$ cat config.mk
export PLATFORM = sky130hd
export DESIGN_NAME = d_bus_xbar_flat
export DESIGN_NICKNAME = d
export VERILOG_FILES = /design/src/rtl/d_bus_xbar_if.sv /design/src/rtl/d_bus_xbar.sv /design/src/flat_wrapper.sv
export SDC_FILE = /design/constraint.sdc
export NUM_CORES = 1
export LEC_CHECK = 0
export BUFFER_PORTS_ARGS = -buffer_cell sky130_fd_sc_hd__buf_2
export CAP_MARGIN = 10
export CORE_MARGIN = 2
export CORE_UTILIZATION = 50
export DETAILED_ROUTE_END_ITERATION = 6
export GPL_TIMING_DRIVEN = 0
export PLACE_DENSITY_LB_ADDON = 0.25
export SLEW_MARGIN = 10
export SYNTH_ARGS = -nofsm -noshare
export SYNTH_HDL_FRONTEND = slang
export SYNTH_SLANG_ARGS = --single-unit
$ cat constraint.sdc
create_clock -name clk -period 6.2 [get_ports clk]
set_clock_uncertainty 0.15 [all_clocks]
set_input_delay 0.31 -clock clk [delete_from_list [all_inputs] [get_ports clk]]
set_output_delay 0.31 -clock clk [all_outputs]
set_load 0.02 [all_outputs]
$ cat src/rtl/d_bus_xbar_if.sv
// Bundle of core-side and slave-side signals of the data bus router.
// The router takes the slave modport; the core/slave models take master.
interface d_bus_xbar_if #(
  parameter int XLEN     = 32,
  parameter int ADDR_LEN = 16,
  parameter int NUM_SLV  = 2
);
  logic [ADDR_LEN-1:0]     addr;
  logic                    rd_req;
  logic                    wr_req;
  logic [XLEN/8-1:0]       be;
  logic [XLEN-1:0]         wr_data;
  logic                    rd_ready;
  logic                    wr_ready;
  logic [XLEN-1:0]         rd_data;
  logic                    bus_err;
  logic [7:0]              err_cnt;
  logic [ADDR_LEN-1:0]     s_addr;
  logic [NUM_SLV-1:0]      s_rd_req;
  logic [NUM_SLV-1:0]      s_wr_req;
  logic [XLEN/8-1:0]       s_be;
  logic [XLEN-1:0]         s_wr_data;
  logic [NUM_SLV*XLEN-1:0] s_rd_data;
  logic [NUM_SLV-1:0]      s_rd_ready;
  logic [NUM_SLV-1:0]      s_wr_ready;

  modport slave (
    input  addr, rd_req, wr_req, be, wr_data, s_rd_data, s_rd_ready, s_wr_ready,
    output rd_ready, wr_ready, rd_data, bus_err, err_cnt,
           s_addr, s_rd_req, s_wr_req, s_be, s_wr_data
  );

  modport master (
    output addr, rd_req, wr_req, be, wr_data, s_rd_data, s_rd_ready, s_wr_ready,
    input  rd_ready, wr_ready, rd_data, bus_err, err_cnt,
           s_addr, s_rd_req, s_wr_req, s_be, s_wr_data
  );
endinterface

$ cat src/rtl/d_bus_xbar.sv
// Data-side router: decodes the core address onto one of NUM_SLV slaves, holds a
// registered request until the slave answers or times out, then pulses ready back.
module d_bus_xbar #(
  parameter int                          XLEN     = 32,
  parameter int                          ADDR_LEN = 16,
  parameter int                          NUM_SLV  = 2,
  parameter logic [NUM_SLV*ADDR_LEN-1:0] SLV_BASE = {16'h8000, 16'h0000},
  parameter logic [NUM_SLV*ADDR_LEN-1:0] SLV_MASK = {16'h8000, 16'hF000},
  parameter int                          TIMEOUT  = 64
) (
  input  logic          clk,
  input  logic          rstb,
  d_bus_xbar_if.slave   bus
);

  localparam int SW = (NUM_SLV > 1) ? $clog2(NUM_SLV) : 1;
  localparam int TW = (TIMEOUT > 1) ? $clog2(TIMEOUT) : 1;
  localparam int BW = XLEN / 8;

  typedef enum logic [1:0] {IDLE, BUSY, RESP} state_t;

  state_t              state_q, state_d;
  logic [SW-1:0]       sel_q, sel_d;
  logic                dir_q, dir_d;
  logic [TW-1:0]       tcnt_q, tcnt_d;
  logic [ADDR_LEN-1:0] s_addr_q, s_addr_d;
  logic [BW-1:0]       s_be_q, s_be_d;
  logic [XLEN-1:0]     s_wdata_q, s_wdata_d;
  logic [NUM_SLV-1:0]  s_rd_req_q, s_rd_req_d;
  logic [NUM_SLV-1:0]  s_wr_req_q, s_wr_req_d;
  logic                rd_ready_q, rd_ready_d;
  logic                wr_ready_q, wr_ready_d;
  logic                bus_err_q, bus_err_d;
  logic [XLEN-1:0]     rd_data_q, rd_data_d;
  logic [7:0]          err_cnt_q, err_cnt_d;

  logic                req;
  logic                hit;
  logic [SW-1:0]       hit_idx;
  logic [NUM_SLV-1:0]  hit_oh;
  logic                done;
  logic                tmo;
  logic [XLEN-1:0]     sel_rdata;

  function automatic logic [7:0] sat_inc(input logic [7:0] v);
    return (v == 8'hFF) ? v : v + 8'd1;
  endfunction

  // Scan downward so the lowest matching window is the last one assigned.
  always_comb begin
    hit     = 1'b0;
    hit_idx = '0;
    for (int i = NUM_SLV - 1; i >= 0; i--) begin
      if ((bus.addr & SLV_MASK[i*ADDR_LEN +: ADDR_LEN]) == SLV_BASE[i*ADDR_LEN +: ADDR_LEN]) begin
        hit     = 1'b1;
        hit_idx = SW'(i);
      end
    end
  end

  assign req       = bus.rd_req | bus.wr_req;
  assign hit_oh    = NUM_SLV'(1) << hit_idx;
  assign sel_rdata = bus.s_rd_data[int'(sel_q)*XLEN +: XLEN];
  assign done      = dir_q ? bus.s_wr_ready[sel_q] : bus.s_rd_ready[sel_q];
  assign tmo       = (TIMEOUT != 0) && (tcnt_q == TW'(TIMEOUT - 1));

  always_ff @(posedge clk or negedge rstb) begin
    if (!rstb) state_q <= IDLE;
    else       state_q <= state_d;
  end

  always_comb begin
    state_d = state_q;
    case (state_q)
      IDLE:    if (req) state_d = hit ? BUSY : RESP;
      BUSY:    if (done || tmo) state_d = RESP;
      RESP:    state_d = IDLE;
      default: state_d = IDLE;
    endcase
  end

  // Ready/error are set only on the transition into RESP, so they last exactly one cycle.
  always_comb begin
    sel_d      = sel_q;
    dir_d      = dir_q;
    tcnt_d     = tcnt_q;
    s_addr_d   = s_addr_q;
    s_be_d     = s_be_q;
    s_wdata_d  = s_wdata_q;
    s_rd_req_d = s_rd_req_q;
    s_wr_req_d = s_wr_req_q;
    rd_ready_d = 1'b0;
    wr_ready_d = 1'b0;
    bus_err_d  = 1'b0;
    rd_data_d  = rd_data_q;
    err_cnt_d  = err_cnt_q;
    case (state_q)
      IDLE: begin
        if (req) begin
          dir_d     = bus.wr_req;
          sel_d     = hit_idx;
          s_addr_d  = bus.addr & ~SLV_MASK[int'(hit_idx)*ADDR_LEN +: ADDR_LEN];
          s_be_d    = bus.be;
          s_wdata_d = bus.wr_data;
          tcnt_d    = '0;
          if (hit) begin
            s_wr_req_d = bus.wr_req ? hit_oh : '0;
            s_rd_req_d = bus.wr_req ? '0 : hit_oh;
          end else begin
            rd_ready_d = ~bus.wr_req;
            wr_ready_d = bus.wr_req;
            bus_err_d  = 1'b1;
            rd_data_d  = '0;
            err_cnt_d  = sat_inc(err_cnt_q);
          end
        end
      end
      BUSY: begin
        if (done) begin
          s_rd_req_d = '0;
          s_wr_req_d = '0;
          rd_ready_d = ~dir_q;
          wr_ready_d = dir_q;
          if (!dir_q) rd_data_d = sel_rdata;
        end else if (tmo) begin
          s_rd_req_d = '0;
          s_wr_req_d = '0;
          rd_ready_d = ~dir_q;
          wr_ready_d = dir_q;
          bus_err_d  = 1'b1;
          rd_data_d  = '0;
          err_cnt_d  = sat_inc(err_cnt_q);
        end else begin
          tcnt_d = tcnt_q + TW'(1);
        end
      end
      default: ;
    endcase
  end

  always_ff @(posedge clk or negedge rstb) begin
    if (!rstb) begin
      sel_q      <= '0;
      dir_q      <= 1'b0;
      tcnt_q     <= '0;
      s_addr_q   <= '0;
      s_be_q     <= '0;
      s_wdata_q  <= '0;
      s_rd_req_q <= '0;
      s_wr_req_q <= '0;
      rd_ready_q <= 1'b0;
      wr_ready_q <= 1'b0;
      bus_err_q  <= 1'b0;
      rd_data_q  <= '0;
      err_cnt_q  <= '0;
    end else begin
      sel_q      <= sel_d;
      dir_q      <= dir_d;
      tcnt_q     <= tcnt_d;
      s_addr_q   <= s_addr_d;
      s_be_q     <= s_be_d;
      s_wdata_q  <= s_wdata_d;
      s_rd_req_q <= s_rd_req_d;
      s_wr_req_q <= s_wr_req_d;
      rd_ready_q <= rd_ready_d;
      wr_ready_q <= wr_ready_d;
      bus_err_q  <= bus_err_d;
      rd_data_q  <= rd_data_d;
      err_cnt_q  <= err_cnt_d;
    end
  end

  assign bus.s_addr    = s_addr_q;
  assign bus.s_be      = s_be_q;
  assign bus.s_wr_data = s_wdata_q;
  assign bus.s_rd_req  = s_rd_req_q;
  assign bus.s_wr_req  = s_wr_req_q;
  assign bus.rd_ready  = rd_ready_q;
  assign bus.wr_ready  = wr_ready_q;
  assign bus.bus_err   = bus_err_q;
  assign bus.rd_data   = rd_data_q;
  assign bus.err_cnt   = err_cnt_q;

endmodule

$ cat src/flat_wrapper.sv
// flat-port wrapper written by rule: the top's interface ports become plain ports
module d_bus_xbar_flat 
#(
  parameter int                          XLEN     = 32,
  parameter int                          ADDR_LEN = 16,
  parameter int                          NUM_SLV  = 2,
  parameter logic [NUM_SLV*ADDR_LEN-1:0] SLV_BASE = {16'h8000, 16'h0000},
  parameter logic [NUM_SLV*ADDR_LEN-1:0] SLV_MASK = {16'h8000, 16'hF000},
  parameter int                          TIMEOUT  = 64
)
  (clk, rstb, bus_addr, bus_rd_req, bus_wr_req, bus_be, bus_wr_data, bus_s_rd_data, bus_s_rd_ready, bus_s_wr_ready, bus_rd_ready, bus_wr_ready, bus_rd_data, bus_bus_err, bus_err_cnt, bus_s_addr, bus_s_rd_req, bus_s_wr_req, bus_s_be, bus_s_wr_data);
  d_bus_xbar_if #(.XLEN(XLEN), .ADDR_LEN(ADDR_LEN), .NUM_SLV(NUM_SLV)) bus_i ();
  input  logic clk;
  input  logic rstb;
  input wire logic [$bits(bus_i.addr)-1:0] bus_addr;
  input wire logic [$bits(bus_i.rd_req)-1:0] bus_rd_req;
  input wire logic [$bits(bus_i.wr_req)-1:0] bus_wr_req;
  input wire logic [$bits(bus_i.be)-1:0] bus_be;
  input wire logic [$bits(bus_i.wr_data)-1:0] bus_wr_data;
  input wire logic [$bits(bus_i.s_rd_data)-1:0] bus_s_rd_data;
  input wire logic [$bits(bus_i.s_rd_ready)-1:0] bus_s_rd_ready;
  input wire logic [$bits(bus_i.s_wr_ready)-1:0] bus_s_wr_ready;
  output wire logic [$bits(bus_i.rd_ready)-1:0] bus_rd_ready;
  output wire logic [$bits(bus_i.wr_ready)-1:0] bus_wr_ready;
  output wire logic [$bits(bus_i.rd_data)-1:0] bus_rd_data;
  output wire logic [$bits(bus_i.bus_err)-1:0] bus_bus_err;
  output wire logic [$bits(bus_i.err_cnt)-1:0] bus_err_cnt;
  output wire logic [$bits(bus_i.s_addr)-1:0] bus_s_addr;
  output wire logic [$bits(bus_i.s_rd_req)-1:0] bus_s_rd_req;
  output wire logic [$bits(bus_i.s_wr_req)-1:0] bus_s_wr_req;
  output wire logic [$bits(bus_i.s_be)-1:0] bus_s_be;
  output wire logic [$bits(bus_i.s_wr_data)-1:0] bus_s_wr_data;
  assign bus_i.addr = bus_addr;
  assign bus_i.rd_req = bus_rd_req;
  assign bus_i.wr_req = bus_wr_req;
  assign bus_i.be = bus_be;
  assign bus_i.wr_data = bus_wr_data;
  assign bus_i.s_rd_data = bus_s_rd_data;
  assign bus_i.s_rd_ready = bus_s_rd_ready;
  assign bus_i.s_wr_ready = bus_s_wr_ready;
  assign bus_rd_ready = bus_i.rd_ready;
  assign bus_wr_ready = bus_i.wr_ready;
  assign bus_rd_data = bus_i.rd_data;
  assign bus_bus_err = bus_i.bus_err;
  assign bus_err_cnt = bus_i.err_cnt;
  assign bus_s_addr = bus_i.s_addr;
  assign bus_s_rd_req = bus_i.s_rd_req;
  assign bus_s_wr_req = bus_i.s_wr_req;
  assign bus_s_be = bus_i.s_be;
  assign bus_s_wr_data = bus_i.s_wr_data;
  d_bus_xbar #(.XLEN(XLEN), .ADDR_LEN(ADDR_LEN), .NUM_SLV(NUM_SLV), .SLV_BASE(SLV_BASE), .SLV_MASK(SLV_MASK), .TIMEOUT(TIMEOUT)) u_core (.clk(clk), .rstb(rstb), .bus(bus_i));
endmodule
# Yosys cells after proc, flatten, opt, wreduce, memory -nomap -nowiden

Index checks and enable logic that the tools add are counted.
Widths: inputs -> output; s select.

$add $sub $neg: 2
Mux-type cells: 53
Shift-type cells: 3
Magnitude comparators: 1
Equality and inequality tests: 12
Bitwise logic cells: 5
Reduce and logical (&&, ||, !) cells: 10

Operator list:

| operator                 | count |
|---|---|
| $mux 32                  | 5 |
| $pmux 32 s2              | 1 |
| $shiftx 64x7->32         | 1 |
| $mux 8                   | 5 |
| $shiftx 32x6->16 const A | 1 |
| $mux 2                   | 11 |
| $mux 1                   | 20 |
| $mux 6                   | 3 |
| $and 16x16->16           | 1 |
| $logic_not 16->1         | 1 |
| $not 16->16              | 1 |
| $pmux 8 s2               | 1 |
| $pmux 2 s2               | 3 |
| $pmux 6 s2               | 1 |
| $reduce_and 5->1         | 2 |
| $add 8x1->8 const B      | 1 |
| $eq 8x8->1 const B       | 1 |
| $ne 2x1->1 const B       | 4 |
| $reduce_and 4->1         | 2 |
| $add 6x1->6 const B      | 1 |
| $eq 6x6->1 const B       | 1 |
| $ne 2x2->1 const B       | 3 |
| $pmux 1 s2               | 3 |
| $reduce_and 2->1         | 2 |
| other kinds (10)         | 11 |

Register bits: 109
Output and inout port bits: 99
Input bits: 124

# Depth between registers and ports, before layout

Gate-level depths: netlist of run 1.

Depth after elaboration: 7
Gate-level depth with buffers: 7
Gate-level depth less buffers: 5

# Worst setup path after synthesis of run 1

Ideal clock, no wire load.

Path kind: flip-flop to flip-flop
Start: register u_core.sel_q
End: register u_core.err_cnt_q[1] (netlist: u_core.bus.err_cnt[1])
Setup slack: 3.974 ns
Arrival time: 1.951 ns
Period minus slack after synthesis: 2.226 ns
Cell stages (with the launch flop): 7
Path through: dfrtp_1 buf_6 mux4_2 buf_6 o41ai_4 nand3_2 mux2_4

Longest elaborated chain between the ends: 5
Elaborated cells between the ends (all ways): 7
Those cells by class: 1 x eq/ne; 5 x mux; 1 x reduce/logical

RTL lines:

| item                                      | RTL line          | source |
|---|---|---|
| from (decl)                               | d_bus_xbar.sv:23  | `logic [SW-1:0] sel_q, sel_d;` |
| from (signal assigned)                    | d_bus_xbar.sv:157 | `sel_q <= sel_d;` |
| $mux 1 (implied by the code) (2 in a row) | d_bus_xbar.sv:64  | `assign done = dir_q ? bus.s_wr_ready[sel_q] : bus.s_rd_ready[sel_q];` |
| $mux 1 (*)                                | d_bus_xbar.sv:64  |  |
| $ne 2x2->1 (no line) (*)                  | n/a               |  |
| $reduce_and 5->1 (no line) (*)            | n/a               |  |
| to (signal assigned)                      | d_bus_xbar.sv:169 | `err_cnt_q <= err_cnt_d;` |
| to (decl)                                 | d_bus_xbar.sv:35  | `logic [7:0] err_cnt_q, err_cnt_d;` |

Mark *: on every way between the ends. The rest lies on a longest branch, timed or not. The select of a mux whose other input is x is not followed.
A chain may end at the register's enable or synchronous reset.

# Worst setup path after layout of run 1

Start: register u_core.sel_q
End: register u_core.rd_data_q[27] (netlist: u_core.bus.rd_data[27])

Longest elaborated chain between the ends: 5
Elaborated cells between the ends (all ways): 12
Those cells by class: 2 x eq/ne; 1 x shift; 8 x mux; 1 x reduce/logical

RTL lines:

| item                                                     | RTL line          | source |
|---|---|---|
| branches (longest 5 deep; another with $shiftx 64x7->32) | n/a               |  |
| to (signal assigned)                                     | d_bus_xbar.sv:168 | `rd_data_q <= rd_data_d;` |
| to (decl)                                                | d_bus_xbar.sv:34  | `logic [XLEN-1:0] rd_data_q, rd_data_d;` |

Parallel ways; which one is timed is not known. The select of a mux whose other input is x is not followed.

==> results of run 1 <==
-- critical path: stages, from the launching register on --
cell	delay, ps
dfrtp_1	370
buf_6	160
mux4_2	520
buf_6	160
nor3_1	160
o221ai_1	280
clkbuf_1	320
o2bb2ai_1	210
-- state kept, by name, summed over array words and instances, names as in the netlist --
name,count
u_core.bus.rd_data,32
u_core.bus.s_wr_data,32
u_core.bus.s_addr,15
u_core.bus.err_cnt,8
u_core.tcnt_q,6
u_core.bus.s_be,4
u_core.bus.s_rd_req,2
u_core.bus.s_wr_req,2
u_core.state_q,2
u_core.bus.bus_err,1
u_core.bus.rd_ready,1
u_core.bus.wr_ready,1
u_core.dir_q,1
u_core.sel_q,1
-- power groups by stage --
stage	sequential, mW	combinational [mW]	clock (mW)
after detailed placement	1.18	1.58	0
after global routing	1.22	1.76	0.501
after global placement	1.17	1.54	0
after CTS	1.18	1.60	0.470
after floorplan	1.53	0.684	0
final	1.19	1.61	0.465
-- synth_stat cells, drive strengths merged (2+ instances only) --
master,instances
o21ai,5
ha,2
and4,4
nor2,10
buf,5
nor4,2
o2bb2ai,32
a22o,2
inv,3
mux2,5
a21oi,2
nand3,6
nor3,4
xnor2,8
nand2b,2
o41ai,2
and2,2
and3,3
clkbuf,24
dfrtp,108
nand2,168
a211oi,3
nand4,9
mux2i,36
o221ai,2
-- layer usage --
metal	global-route usage	vias up	share of wire
li1	-	2142	-
met1	0.302	2121	0.39
met2	0.466	191	0.51
met3	0.0642	29	0.077
met4	0.101	0	0.022
met5	0	-	0
-- per-stage QoR --
stage	setup slack [ps]	instance area (um2)	hold slack, ps	power [mW]
2_1_floorplan	3970	4780	-136	2.21
3_3_place_gp	3500	6040	304	2.71
3_5_place_dp	3740	6080	140	2.76
4_1_cts	3680	6770	3.01	3.25
5_1_grt	3570	6770	3.35	3.48
6_report	3730	6770	6.42	3.26
-- what timing repair did --
item,CTS,global route
endpoints found under the hold margin,99,0
hold buffers,48,0
setup endpoints to repair,0,0
-- cell type report --
cell class	count	area [um2]
Sequential cell	108	2700
Inverter	3	11.3
Buffer	29	128
Clock inverter	6	77.6
Tap cell	129	161
Clock buffer	10	138
Fill cell	668	2470
Multi-Input combinational cell	324	1940
Timing Repair Buffer	269	1620
-- cells by family after synthesis --
family	after synthesis	share of synthesized area
XOR/XNOR	8	0.0147
flip-flops	108	0.565
AO/OA/AOI/OAI	54	0.0989
multiplexers	42	0.0926
other	1	0.000784
buffers and inverters	32	0.0290
adder cells (fa/ha/maj)	2	0.00523
AND/OR/NAND/NOR	217	0.194
-- worst max path at each step --
stage | cells after the start | slack [ps] | startpoint | end
after detailed placement | 6 | 3740 | u_core.state_q[0] | u_core.bus.rd_data[27]
after global routing | 6 | 3570 | u_core.state_q[0] | u_core.bus.rd_data[11]
after global placement | 1 | 3500 | rstb | u_core.bus.s_wr_data[11]
after CTS | 6 | 3680 | u_core.state_q[0] | u_core.bus.rd_data[27]
after floorplan | 6 | 3970 | u_core.sel_q | u_core.bus.err_cnt[1]
final | 7 | 3730 | u_core.sel_q | u_core.bus.rd_data[27]
==> results.py, run 1 <==
metrics = {
    "run_status": {
        "status": "finished clean",
    },
    "sta": {
        "fmax_mhz": 405,
        "slew_headroom": 0.462,
        "fin_crit_ps": 2470,
        "post-route-period-util": 0.398,
        "fin_setup_tns_ps": 0,
        "drv_slew": 0,
        "rsz0062_at_grt": "no",
        "setup_violations": 0,
        "worstMarginPinSlew_ps": 804,
        "hold_viol_final": 0,
    },
    "yosys": {
        "ys_ff_latch": 108,
        "yosys.area.top_type": "dfrtp_1",
        "synth_area_mm2": 0.00478,
        "synth_warnings": 0,
        "synthDistinctLibCells": 47,
        "netlist_top_cells_area": "dfrtp_1 (57%), nand2_1 (13%), mux2i_1 (7.5%)",
        "synth_top_area_frac": 0.565,
        "synthArstFlopShare": 1.00,
        "synth_top_flop_cell": "dfrtp_1",
        "synth_edf_count": 0,
        "synth_cells": 464,
        "synth_area_per_cell_um2": 10.3,
        "synthesis.nets": 590,
        "seq_area_frac_synth": 0.565,
    },
    "flow_run": {
        "maxCapViolCount": 0,
    },
    "clocking": {
        "path_clk_slew_ps": 110,
        "root_buffer": "clkbuf_8",
        "insertion_delay_ps": 370,
        "post-cts-setup-buffer-count": 0,
        "cts_tree": "done",
        "numCtsBuffers": 9,
        "clock_sinks": 108,
        "h-tree-depth": 3,
        "max-clock-path-buffers": 2,
        "cts_resized": 0,
    },
    "worst_hold_path": {
        "worstHoldStart": "bus_wr_data[24]",
        "hold_depth": 3,
        "min_path_type": "in2reg",
        "min_to": "u_core.bus.s_wr_data[24]",
    },
    "routing": {
        "drcViolationCount": 0,
        "routedWlPerCell_um": 15.4,
        "routed-via-count": 4483,
        "vias_per_cell": 5.11,
        "antenna_left": 0,
        "drt_pass1_iterations": 4,
        "drt-total-wl_um": 13600,
        "drt_iter0_drc": 216,
    },
    "cells_and_area": {
        "drive_gt1_frac": 0.330,
        "final_common_cell": "buf_2",
        "layout.cells.non_filler": 878,
        "fin_util": 0.733,
        "areaGrowthSynthToFinish_pct": 41.7,
        "fin_nets": 870,
        "layout_common_cells": "buf_2 (219), nand2_1 (168), dfrtp_1 (108)",
        "diodes": 0,
    },
    "worst_setup_path": {
        "cp.required_ps": 6290,
        "startpoint_type": "register",
        "r2r_end": "u_core.bus.rd_data[27]",
        "r2r_slack_ps": 3730,
        "cp_max_fo": 10,
        "reg2reg_depth": 7,
        "end_kind": "register",
        "setup.worst_path.class": "reg2reg",
        "rr_startpoint": "u_core.sel_q",
        "critPathArrivalTime_ps": 2560,
    },
    "power_and_ir_drop": {
        "intPower_mw": 1.79,
        "sequentialPowerShare": 0.363,
        "cellLeakagePower_nw": 3.65,
        "power_frac_comb": 0.494,
        "vdd_drop_max_v": 0.000319,
        "p_clk_frac": 0.143,
        "power_switching_mw": 1.48,
        "switching_share": 0.452,
        "powerDensity_mw_per_mm2": 481,
    },
    "global_routing": {
        "grt_max_degree": 57,
        "grt_use_total": 0.261,
        "grt_first_pass_wirelength_um": 21200,
        "grt-ovfl-total": 0,
        "grt_pass1_vias": 4553,
        "antenna_found_initial": 0,
    },
    "place": {
        "dp.cells": 814,
        "dpl.hpwl_um": 9090,
        "port_buffers": 220,
        "gp_congestion": 0.921,
    },
    "floorplan": {
        "start_util": 0.518,
        "std_cell_rows": 35,
        "die-area_mm2": 0.0104,
        "coreArea_mm2": 0.00924,
        "num_io_pins": 223,
        "die_h_um": 102,
        "die_x_um": 102,
    },
}
Note: power is estimated with default switching activity, not from simulation.
==> run 2: changes to the inputs <==
- CORE_UTILIZATION: 50 -> 47
- clock period: 6.2 -> 2.6 ns (I/O delays scaled with it)
==> results.py, run 2 (synthesis gave the netlist of run 1 again) <==
metrics = {
    "floorplan": {
        "coreArea_mm2": 0.00982,
        "die-area_mm2": 0.0110,
        "num_io_pins": 223,
        "die_x_um": 105,
        "std_cell_rows": 36,
        "die_h_um": 105,
        "start_util": 0.487,
    },
    "clocking": {
        "numCtsBuffers": 9,
        "path_clk_slew_ps": 100,
        "max-clock-path-buffers": 2,
        "cts_tree": "done",
        "h-tree-depth": 3,
        "root_buffer": "clkbuf_8",
        "insertion_delay_ps": 370,
        "clock_sinks": 108,
    },
    "global_routing": {
        "grt-ovfl-total": 0,
        "grt_max_degree": 89,
        "grt_use_total": 0.294,
        "grt_first_pass_wirelength_um": 25500,
        "grt_pass1_vias": 5106,
        "antenna_found_initial": 0,
    },
    "cells_and_area": {
        "areaGrowthSynthToFinish_pct": 55.9,
        "final_common_cell": "buf_2",
        "fin_nets": 939,
        "multi_input_area_mm2": 0.00195,
        "drive_gt1_frac": 0.304,
        "seqCellArea_mm2": 0.00270,
        "layout_common_cells": "buf_2 (219), nand2_1 (168), dlygate4sd3_1 (117)",
        "fill_cells": 634,
        "diodes": 0,
    },
    "place": {
        "gp_congestion": 0.851,
        "port_buffers": 220,
        "dpl.hpwl_um": 9540,
        "dp_slack_ps": 134,
    },
    "routing": {
        "drt_iter0_drc": 240,
        "drcViolationCount": 0,
        "routed-via-count": 4904,
        "antenna_left": 0,
        "vias_per_cell": 5.16,
        "drt_pass1_iterations": 4,
        "drt-total-wl_um": 16100,
        "routedWlPerCell_um": 17.0,
    },
    "worst_setup_path": {
        "startpoint_type": "register",
        "end_kind": "register",
        "reg2reg_depth": 6,
        "cp_max_fo": 10,
        "critPathArrivalTime_ps": 2570,
        "cp.required_ps": 2730,
        "setup.worst_path.class": "reg2reg",
    },
    "sta": {
        "fmax_mhz": 410,
        "fin_crit_ps": 2440,
        "drv_slew": 0,
        "fin_setup_tns_ps": 0,
        "setup_violations": 0,
        "post-route-period-util": 0.938,
        "hold_viol_final": 0,
        "worstMarginPinSlew_ps": 769,
        "slew_headroom": 0.485,
        "fin_ws_ps": 161,
    },
    "power_and_ir_drop": {
        "powerDensity_mw_per_mm2": 1080,
        "vdd_drop_max_v": 0.000753,
        "cellLeakagePower_nw": 3.93,
    },
    "worst_hold_path": {
        "min_path_type": "in2async",
    },
    "flow_run": {
        "maxCapViolCount": 0,
    },
    "run_status": {
        "status": "finished clean",
    },
}
-- run 2: changes by cell type in the layout (fill, tap and decap cells not counted) --
cell,previous run,this run
inv_6,1,0
clkinv_2,0,1
clkinv_4,1,0
o221ai_2,0,1
o221ai_1,2,1
clkbuf_1,24,23
inv_8,2,0
dlygate4sd3_1,48,117
clkinvlp_4,1,2
clkbuf_2,0,2
-- run 2: worst max-delay path: stages, from the launching register on --
cell and delay [ps]:
dfrtp_1 330, clkbuf_1 350, nor2b_1 430, o21ai_1 170, o221ai_2 360, clkbuf_1 410
o2bb2ai_1 180
-- run 2: metal layers --
layer | part of all wire | track usage | vias to the layer above
met5 | 0 | 0 | -
met2 | 0.49 | 0.494 | 249
met3 | 0.085 | 0.0848 | 41
met1 | 0.40 | 0.354 | 2332
met4 | 0.030 | 0.121 | 0
li1 | - | - | 2282
-- run 2: timing repair --
action                                 in CTS  in global routing
hold buffers                              117                  0
endpoints found under the hold margin     192                  0
resized for setup                           0                  5
setup endpoints to repair                   0                 30
buffers inserted                            0                  0
-- run 2: stage by stage --
stage                     area (um2)  hold WS (ps)  cells  power [mW]   util
after floorplan                 4780          -316    464        5.28      -
after global placement          6050           169    817        6.50  0.616
after detailed placement        6080          -158    818        6.62  0.620
after CTS                       7450          2.06    950        7.94  0.758
after global routing            7450          37.0    950        8.57  0.759
final                           7450          27.6    950        8.05  0.759
-- run 2: report_power, final --
part | internal, mW | leakage, nW | total, mW | switching, mW
clock network | 0.466 | 0.0914 | 1.02 | 0.559
logic | 1.60 | 2.44 | 4.19 | 2.59
registers | 2.40 | 1.39 | 2.84 | 0.439
total | 4.46 | 3.93 | 8.05 | 3.59
-- run 2: area by class of cell --
| cell class | count | share of cell area |
|---|---|---|
| sequential | 108 | 0.363 |
| timing repair buffer | 338 | 0.309 |
| multi-input combinational | 324 | 0.261 |
| tap | 133 | 0.0223 |
| clock buffer | 11 | 0.0190 |
| buffer | 29 | 0.0175 |
| clock inverter | 4 | 0.00671 |
| inverter | 3 | 0.00151 |
-- run 2: final timing paths --
kind                                         start                        to  slack [ps]
min in group clk                      bus_addr[15]     u_core.bus.err_cnt[3]          50
hold / removal                                rstb  u_core.bus.s_wr_data[26]          30
setup / recovery                 u_core.state_q[0]    u_core.bus.rd_data[22]         160
hold reg to reg            u_core.bus.s_wr_data[9]   u_core.bus.s_wr_data[9]         330
setup reg to reg                 u_core.state_q[0]    u_core.bus.rd_data[22]         160
max in group asynchronous                     rstb       u_core.bus.rd_ready        1570
==> run 3: changes to the inputs <==
- CTS_CLUSTER_DIAMETER: not set -> 200
- MAX_ROUTING_LAYER: not set -> met4
- REMOVE_ABC_BUFFERS: not set -> 1
==> results.py, run 3 (synthesis gave the netlist of run 1 again) <==
metrics = {
    "run_status": {
        "status": "finished clean",
    },
    "sta": {
        "rsz0062_at_grt": "no",
        "post-route-period-util": 0.935,
        "slew_headroom": 0.346,
        "setup_violations": 0,
        "fin_setup_tns_ps": 0,
        "hold_viol_final": 0,
        "drv_slew": 0,
        "worstMarginPinSlew_ps": 974,
        "fin_crit_ps": 2430,
        "fmax_mhz": 412,
    },
    "global_routing": {
        "grt_use_total": 0.300,
        "grt_max_degree": 69,
        "grt-ovfl-total": 0,
        "antenna_found_initial": 0,
        "grt_pass1_vias": 5154,
        "grt_first_pass_wirelength_um": 25600,
    },
    "floorplan": {
        "start_util": 0.487,
        "std_cell_rows": 36,
        "coreArea_mm2": 0.00982,
        "die-area_mm2": 0.0110,
        "die_x_um": 105,
        "die_h_um": 105,
        "num_io_pins": 223,
    },
    "worst_setup_path": {
        "startpoint_type": "register",
        "path_cells": "mux4_2 > o41ai_4 > nand3_2 > mux2_4",
        "cpPeakStageDelay_ps": 690,
        "cp_max_fo": 10,
        "critPathArrivalTime_ps": 2540,
        "slowest_stage": "mux4_2",
        "setup.worst_path.class": "reg2reg",
        "end_kind": "register",
        "cp.required_ps": 2710,
    },
    "power_and_ir_drop": {
        "vdd_drop_max_v": 0.000719,
        "cellLeakagePower_nw": 3.96,
        "powerDensity_mw_per_mm2": 1090,
    },
    "clocking": {
        "insertion_delay_ps": 360,
        "cts_tree": "done",
        "h-tree-depth": 3,
        "path_clk_slew_ps": 100,
        "clock_sinks": 108,
        "max-clock-path-buffers": 2,
        "root_buffer": "clkbuf_8",
        "numCtsBuffers": 9,
    },
    "routing": {
        "drt_pass1_iterations": 5,
        "drt_iter0_drc": 377,
        "routedWlPerCell_um": 17.3,
        "drcViolationCount": 0,
        "drt-total-wl_um": 16100,
        "routed-via-count": 4897,
        "antenna_left": 0,
        "vias_per_cell": 5.25,
    },
    "cells_and_area": {
        "diodes": 0,
        "final_common_cell": "buf_2",
        "drive_gt1_frac": 0.319,
        "fin_nets": 921,
        "fill_cells": 628,
        "fin_util": 0.770,
        "areaGrowthSynthToFinish_pct": 58.1,
        "final_cell_area_mm2": 0.00756,
        "layout_common_cells": "buf_2 (220), nand2_1 (166), dlygate4sd3_1 (123)",
    },
    "place": {
        "port_buffers": 221,
        "place_area_mm2": 0.00606,
        "dpl.hpwl_um": 8800,
        "gp_congestion": 0.866,
    },
    "worst_hold_path": {
        "min_path_type": "in2reg",
    },
    "flow_run": {
        "maxCapViolCount": 0,
    },
}
[run 3: area by class of cell]
| cell class | count | area [um2] | share of cell area |
|---|---|---|---|
| flip-flops and latches | 108 | 2700 | 0.358 |
| repair buffers | 348 | 2440 | 0.323 |
| multi-input cells | 325 | 2010 | 0.267 |
| well taps | 133 | 166 | 0.0220 |
| clock buffers | 11 | 151 | 0.0200 |
| clock inverters | 4 | 72.6 | 0.00960 |
| inverters | 3 | 11.3 | 0.00149 |
[run 3: stage by stage]
| step | hold WS (ps) | total power, mW | cells | worst slack, ps |
|---|---|---|---|---|
| floorplan | -316 | 5.19 | 435 | -1090 |
| global placement | 168 | 6.41 | 789 | -2090 |
| detailed placement | -85.9 | 6.61 | 793 | 107 |
| CTS | 17.0 | 8.10 | 931 | 83.2 |
| global route | 35.2 | 8.78 | 932 | 27.1 |
| finish | 40.7 | 8.28 | 932 | 170 |
[run 3: what timing repair did]
item	CTS	global route
hold buffers	123	0
buffers inserted	0	0
endpoints found under the hold margin	194	0
gates resized for setup	0	5
setup endpoints to repair	0	32
[run 3: metal layers]
layer	up-vias	part of all wire	GRT usage
met4	0	0.028	0.130
met1	2350	0.40	0.359
met5	-	0	-
li1	2247	-	-
met2	255	0.49	0.491
met3	45	0.078	0.0643
[run 3: critical path, delay by kind of cell, from the launching register on]
family | cells | cell delay (ps)
mux | 2 | 1020
compound gates | 1 | 530
flops | 1 | 460
simple gates | 1 | 170
[run 3: power breakdown]
group	leakage, nW	switching (mW)	internal (mW)
clock network	0.111	0.563	0.589
logic	2.46	2.57	1.65
registers	1.39	0.505	2.40
[run 3: path summary, 6_finish.rpt]
kind,from,endpoint,slack [ps],cells past startpoint
hold / removal,bus_s_rd_ready[0],u_core.bus.rd_ready,40,4
min in group asynchronous,rstb,u_core.bus.s_wr_data[17],90,2
hold reg to reg,u_core.bus.s_addr[14],u_core.bus.s_addr[14],320,2
setup reg to reg,u_core.sel_q,u_core.bus.err_cnt[1],170,4
setup / recovery,u_core.sel_q,u_core.bus.err_cnt[1],170,4
max in group asynchronous,rstb,u_core.bus.s_addr[1],1540,3
